--- config.mk ---
export PLATFORM = sky130hd
export DESIGN_NAME = vga_timing_gen
export DESIGN_NICKNAME = d
export VERILOG_FILES = /design/src/rtl/vga_pkg.sv /design/src/rtl/vga_axis_counter.sv /design/src/rtl/vga_timing_gen.sv
export SDC_FILE = /design/constraint.sdc
export NUM_CORES = 1
export LEC_CHECK = 0
export CORE_MARGIN = 2
export CORE_UTILIZATION = 57
export DETAILED_ROUTE_END_ITERATION = 8
export PLACE_DENSITY = 0.94
export SLEW_MARGIN = 20
export SYNTH_ARGS = -nofsm -noshare
export SYNTH_HDL_FRONTEND = slang
export SYNTH_HIERARCHICAL = 1
export SYNTH_SLANG_ARGS = --single-unit
--- constraint.sdc ---
create_clock -name i_clk -period 7.5 [get_ports i_clk]
set_input_delay 1.5 -clock i_clk [delete_from_list [all_inputs] [get_ports i_clk]]
set_output_delay 1.5 -clock i_clk [all_outputs]
set_load 0.02 [all_outputs]
--- src/rtl/vga_pkg.sv ---
// 640x480@60 raster timing constants and a line/frame total helper shared by
// the VGA timing generator files.
package vga_pkg;

  localparam int unsigned VGA_H_ACTIVE = 640;
  localparam int unsigned VGA_H_FP     = 16;
  localparam int unsigned VGA_H_SYNC   = 96;
  localparam int unsigned VGA_H_BP     = 48;

  localparam int unsigned VGA_V_ACTIVE = 480;
  localparam int unsigned VGA_V_FP     = 10;
  localparam int unsigned VGA_V_SYNC   = 2;
  localparam int unsigned VGA_V_BP     = 33;

  localparam int unsigned VGA_CW       = 12;

  // Period of one axis in its own units (pixels per line or lines per frame).
  function automatic int unsigned vga_total(input int unsigned active,
                                            input int unsigned fp,
                                            input int unsigned sync,
                                            input int unsigned bp);
    return active + fp + sync + bp;
  endfunction

endpackage

--- src/rtl/vga_axis_counter.sv ---
// One raster axis: wrapping position counter plus combinational sync/active
// decode of the current count.
module vga_axis_counter
  import vga_pkg::*;
#(
  parameter int unsigned ACTIVE = VGA_H_ACTIVE,
  parameter int unsigned FP     = VGA_H_FP,
  parameter int unsigned SYNC   = VGA_H_SYNC,
  parameter int unsigned BP     = VGA_H_BP,
  parameter bit          POL    = 1'b0,
  parameter int unsigned CW     = VGA_CW
) (
  input  logic          clk,
  input  logic          rst_n,
  input  logic          advance,
  input  logic          restart,
  output logic [CW-1:0] count,
  output logic          wrap,
  output logic          sync,
  output logic          active
);

  localparam int unsigned TOT        = vga_total(ACTIVE, FP, SYNC, BP);
  localparam int unsigned SYNC_START = ACTIVE + FP;
  localparam int unsigned SYNC_END   = ACTIVE + FP + SYNC;

  logic [31:0] count_u;

  assign count_u = 32'(count);
  assign wrap    = advance && (count_u == (TOT - 1));
  assign active  = (count_u < ACTIVE);
  assign sync    = ((count_u >= SYNC_START) && (count_u < SYNC_END)) ? POL : ~POL;

  // Restart wins over a simultaneous advance or wrap.
  always_ff @(posedge clk or negedge rst_n) begin
    if (!rst_n) begin
      count <= '0;
    end else if (restart) begin
      count <= '0;
    end else if (wrap) begin
      count <= '0;
    end else if (advance) begin
      count <= count + CW'(1);
    end
  end

endmodule

--- src/rtl/vga_timing_gen.sv ---
// Parametrised single-clock VGA raster timing generator driven by a pixel-enable.
// Optional frame counter on o_frame_cnt when VGA_TIMING_FRAME_CNT_EN is defined.
module vga_timing_gen
  import vga_pkg::*;
#(
  parameter int unsigned H_ACTIVE   = VGA_H_ACTIVE,
  parameter int unsigned H_FP       = VGA_H_FP,
  parameter int unsigned H_SYNC     = VGA_H_SYNC,
  parameter int unsigned H_BP       = VGA_H_BP,
  parameter int unsigned V_ACTIVE   = VGA_V_ACTIVE,
  parameter int unsigned V_FP       = VGA_V_FP,
  parameter int unsigned V_SYNC     = VGA_V_SYNC,
  parameter int unsigned V_BP       = VGA_V_BP,
  parameter bit          H_SYNC_POL = 1'b0,
  parameter bit          V_SYNC_POL = 1'b0,
  parameter int unsigned CW         = VGA_CW
) (
  input  logic          i_clk,
  input  logic          i_rst_n,
  input  logic          i_pix_en,
  input  logic          i_restart,
  output logic          o_hsync,
  output logic          o_vsync,
  output logic          o_de,
  output logic [CW-1:0] o_x,
  output logic [CW-1:0] o_y,
  output logic          o_line_start,
  output logic          o_frame_start,
  output logic [15:0]   o_frame_cnt
);

  logic [CW-1:0] h_count;
  logic [CW-1:0] v_count;
  logic          h_wrap;
  logic          v_wrap;
  logic          h_sync;
  logic          v_sync;
  logic          h_active;
  logic          v_active;

  vga_axis_counter #(
    .ACTIVE (H_ACTIVE),
    .FP     (H_FP),
    .SYNC   (H_SYNC),
    .BP     (H_BP),
    .POL    (H_SYNC_POL),
    .CW     (CW)
  ) u_h_axis (
    .clk     (i_clk),
    .rst_n   (i_rst_n),
    .advance (i_pix_en),
    .restart (i_restart),
    .count   (h_count),
    .wrap    (h_wrap),
    .sync    (h_sync),
    .active  (h_active)
  );

  vga_axis_counter #(
    .ACTIVE (V_ACTIVE),
    .FP     (V_FP),
    .SYNC   (V_SYNC),
    .BP     (V_BP),
    .POL    (V_SYNC_POL),
    .CW     (CW)
  ) u_v_axis (
    .clk     (i_clk),
    .rst_n   (i_rst_n),
    .advance (h_wrap),
    .restart (i_restart),
    .count   (v_count),
    .wrap    (v_wrap),
    .sync    (v_sync),
    .active  (v_active)
  );

  // Single output stage: everything captured together so all outputs stay aligned.
  always_ff @(posedge i_clk or negedge i_rst_n) begin
    if (!i_rst_n) begin
      o_hsync       <= ~H_SYNC_POL;
      o_vsync       <= ~V_SYNC_POL;
      o_de          <= 1'b0;
      o_x           <= '0;
      o_y           <= '0;
      o_line_start  <= 1'b0;
      o_frame_start <= 1'b0;
    end else begin
      o_line_start  <= 1'b0;
      o_frame_start <= 1'b0;
      if (i_pix_en) begin
        o_hsync       <= h_sync;
        o_vsync       <= v_sync;
        o_de          <= h_active && v_active;
        o_x           <= h_count;
        o_y           <= v_count;
        o_line_start  <= (h_count == '0);
        o_frame_start <= (h_count == '0) && (v_count == '0);
      end
    end
  end

`ifdef VGA_TIMING_FRAME_CNT_EN
  logic [15:0] frame_cnt;

  // Counts frame wraps in the same clock as the counter wrap.
  always_ff @(posedge i_clk or negedge i_rst_n) begin
    if (!i_rst_n) begin
      frame_cnt <= 16'd0;
    end else if (i_restart) begin
      frame_cnt <= 16'd0;
    end else if (v_wrap) begin
      frame_cnt <= frame_cnt + 16'd1;
    end
  end

  assign o_frame_cnt = frame_cnt;
`else
  logic unused_v_wrap;

  assign unused_v_wrap = v_wrap;
  assign o_frame_cnt   = 16'd0;
`endif

endmodule

==> impl_metrics.tcl <==
set metrics [dict create \
    outcome "complete, no violations" \
    core_um2 4750 \
    p_leak_uw 0.00133 \
    final_util_pct 66.9 \
    post_cts_resize_count 0 \
    worstPathRequired_ps 7670 \
    path_class "in -> reg" \
    gp_routability_congestion 0.885 \
    max_cap_violations 0 \
    synthToLayoutAreaGrowth_pct 12.8 \
    fin_tns_setup_ps 0 \
    num_vias 2084 \
    final.fill_count 376 \
    rows 25 \
    numCtsBuffers 5 \
    cp_data_arrival_time_ps 4440 \
    clkSlewWorstSetupHoldPaths_ps 90 \
    tightest_slew_ps 750 \
    initial_core_util_pct 59.3 \
    viasPerCell 5.87 \
    peakVddDrop_mv 0.0938 \
    cts_hold_buf 0 \
    drive_gt1_share_pct 16.0 \
    grt_pass1_vias 1859 \
    final_nets 295 \
    post_cts.repair.setup_buffers 0 \
    crit_fanout 40 \
    io_pins 49 \
    hpwl_um 3880 \
    syn_avg_cell_area_um2 10.9 \
    final_hold_viol_count 0 \
    grt-ovfl-total 0 \
    cts_tree "built" \
    grt_usage_pct 22.3 \
    p_total_uw 483 \
    start_kind "primary input" \
    hp-class "reg -> reg" \
    drtPass1Iterations 4 \
    power_density_nw_per_um2 152 \
    rsz0062_at_grt "false" \
    route.detailed.drc 0 \
    grt_pass1_wl_um 9320 \
    wl_per_cell_um 15.8 \
    ant_nets 0 \
    antennaDiodeCount 0 \
    period_needed_ps 4270 \
    insertion_delay_ps 310 \
    finClkSkew_ps 10.2 \
    syn_area_um2 2820 \
    drt_iter0_drc 146 \
    routed_wl_um 5620 \
    period_share_pct 56.9 \
    slew_headroom_pct 49.9 \
    layout_commonest_cell "dfrtp_1" \
    io_buffer_count 32 \
    grt_max_degree 54 \
    die_w_um 74.3 \
    clock.fmax_mhz 234 \
    dp.cells 347 \
    clock_sinks 53 \
    cts_htree_levels 2 \
    synthCells 258 \
    critPathCaptureType "register" \
    cts_buffer_depth 2 \
    finalMaxSlewViolations 0 \
    layout_common_cells "51 x dfrtp_1, 31 x clkdlybuf4s50_1, 26 x mux2_2" \
    fin_cells 355 \
    regArea_um2 1330 \
    antenna_found_initial 0 \
    yosysWarnings 6 \
    clock-root-buffer "clkbuf_8" \
    setup_viol 0 \
    multi_input_area_um2 1330 \
    die_area_um2 5520 \
    die_h_um 74.3 \
]
## state kept, by name (all words and copies together) (netlist names)
name	count
o_y	12
o_hsync	1
o_vsync	1
u_h_axis/count	12
u_v_axis/count	12
o_x	12
o_de	1
o_line_start	1
o_frame_start	1
## layer usage
metal	wire length, um	vias up	track usage, %
met5	0	-	0
met4	114	0	8.93
met3	427	14	4.34
met2	2620	105	32.1
met1	2460	995	33.5
li1	-	970	-
## critical path: stages
cell and delay (ps):
clkdlybuf4s50_1 460, buf_4 400, nand4_2 210, or4_1 730
inv_1 320, nand4bb_1 270, o31ai_4 390, o311ai_1 150
## path summary, 6_finish.rpt
check,from,endpoint,slack [ps],cells after the start
setup / recovery,i_pix_en,u_v_axis/count[8]$_DFFE_PN0P_,3230,8
hold / removal,o_x[2]$_DFFE_PN0P_,o_x[2]$_DFFE_PN0P_,510,1
setup reg to reg,u_h_axis/count[1]$_DFFE_PN0P_,u_v_axis/count[8]$_DFFE_PN0P_,4590,7
hold reg to reg,o_x[2]$_DFFE_PN0P_,o_x[2]$_DFFE_PN0P_,510,1
max in group asynchronous,i_rst_n,u_v_axis/count[6]$_DFFE_PN0P_,5850,1
min in group asynchronous,i_rst_n,o_x[5]$_DFFE_PN0P_,1210,1
## layout make-up
cell class,instances,share of cell area [%]
inverter,9,1.06
multi-input combinational,185,41.7
clock buffer,7,2.40
clock inverter,1,0.236
timing repair buffer,33,10.2
sequential,53,41.8
tap,67,2.64
## power breakdown
group / switching, uW / internal, uW / total (uW)
Clock: 88.6 / 66.2 / 155
Combinational: 25.9 / 11.5 / 37.4
Sequential: 2.53 / 289 / 291
Total: 117 / 366 / 483
## stage by stage
step	setup WS (ps)	area (um2)	hold WS (ps)
2_1_floorplan	4110	2880	497
3_3_place_gp	3050	3090	493
3_5_place_dp	2930	3090	496
4_1_cts	3260	3180	518
5_1_grt	3060	3180	538
6_report	3230	3180	515
Power figures use the tool's default switching activity.
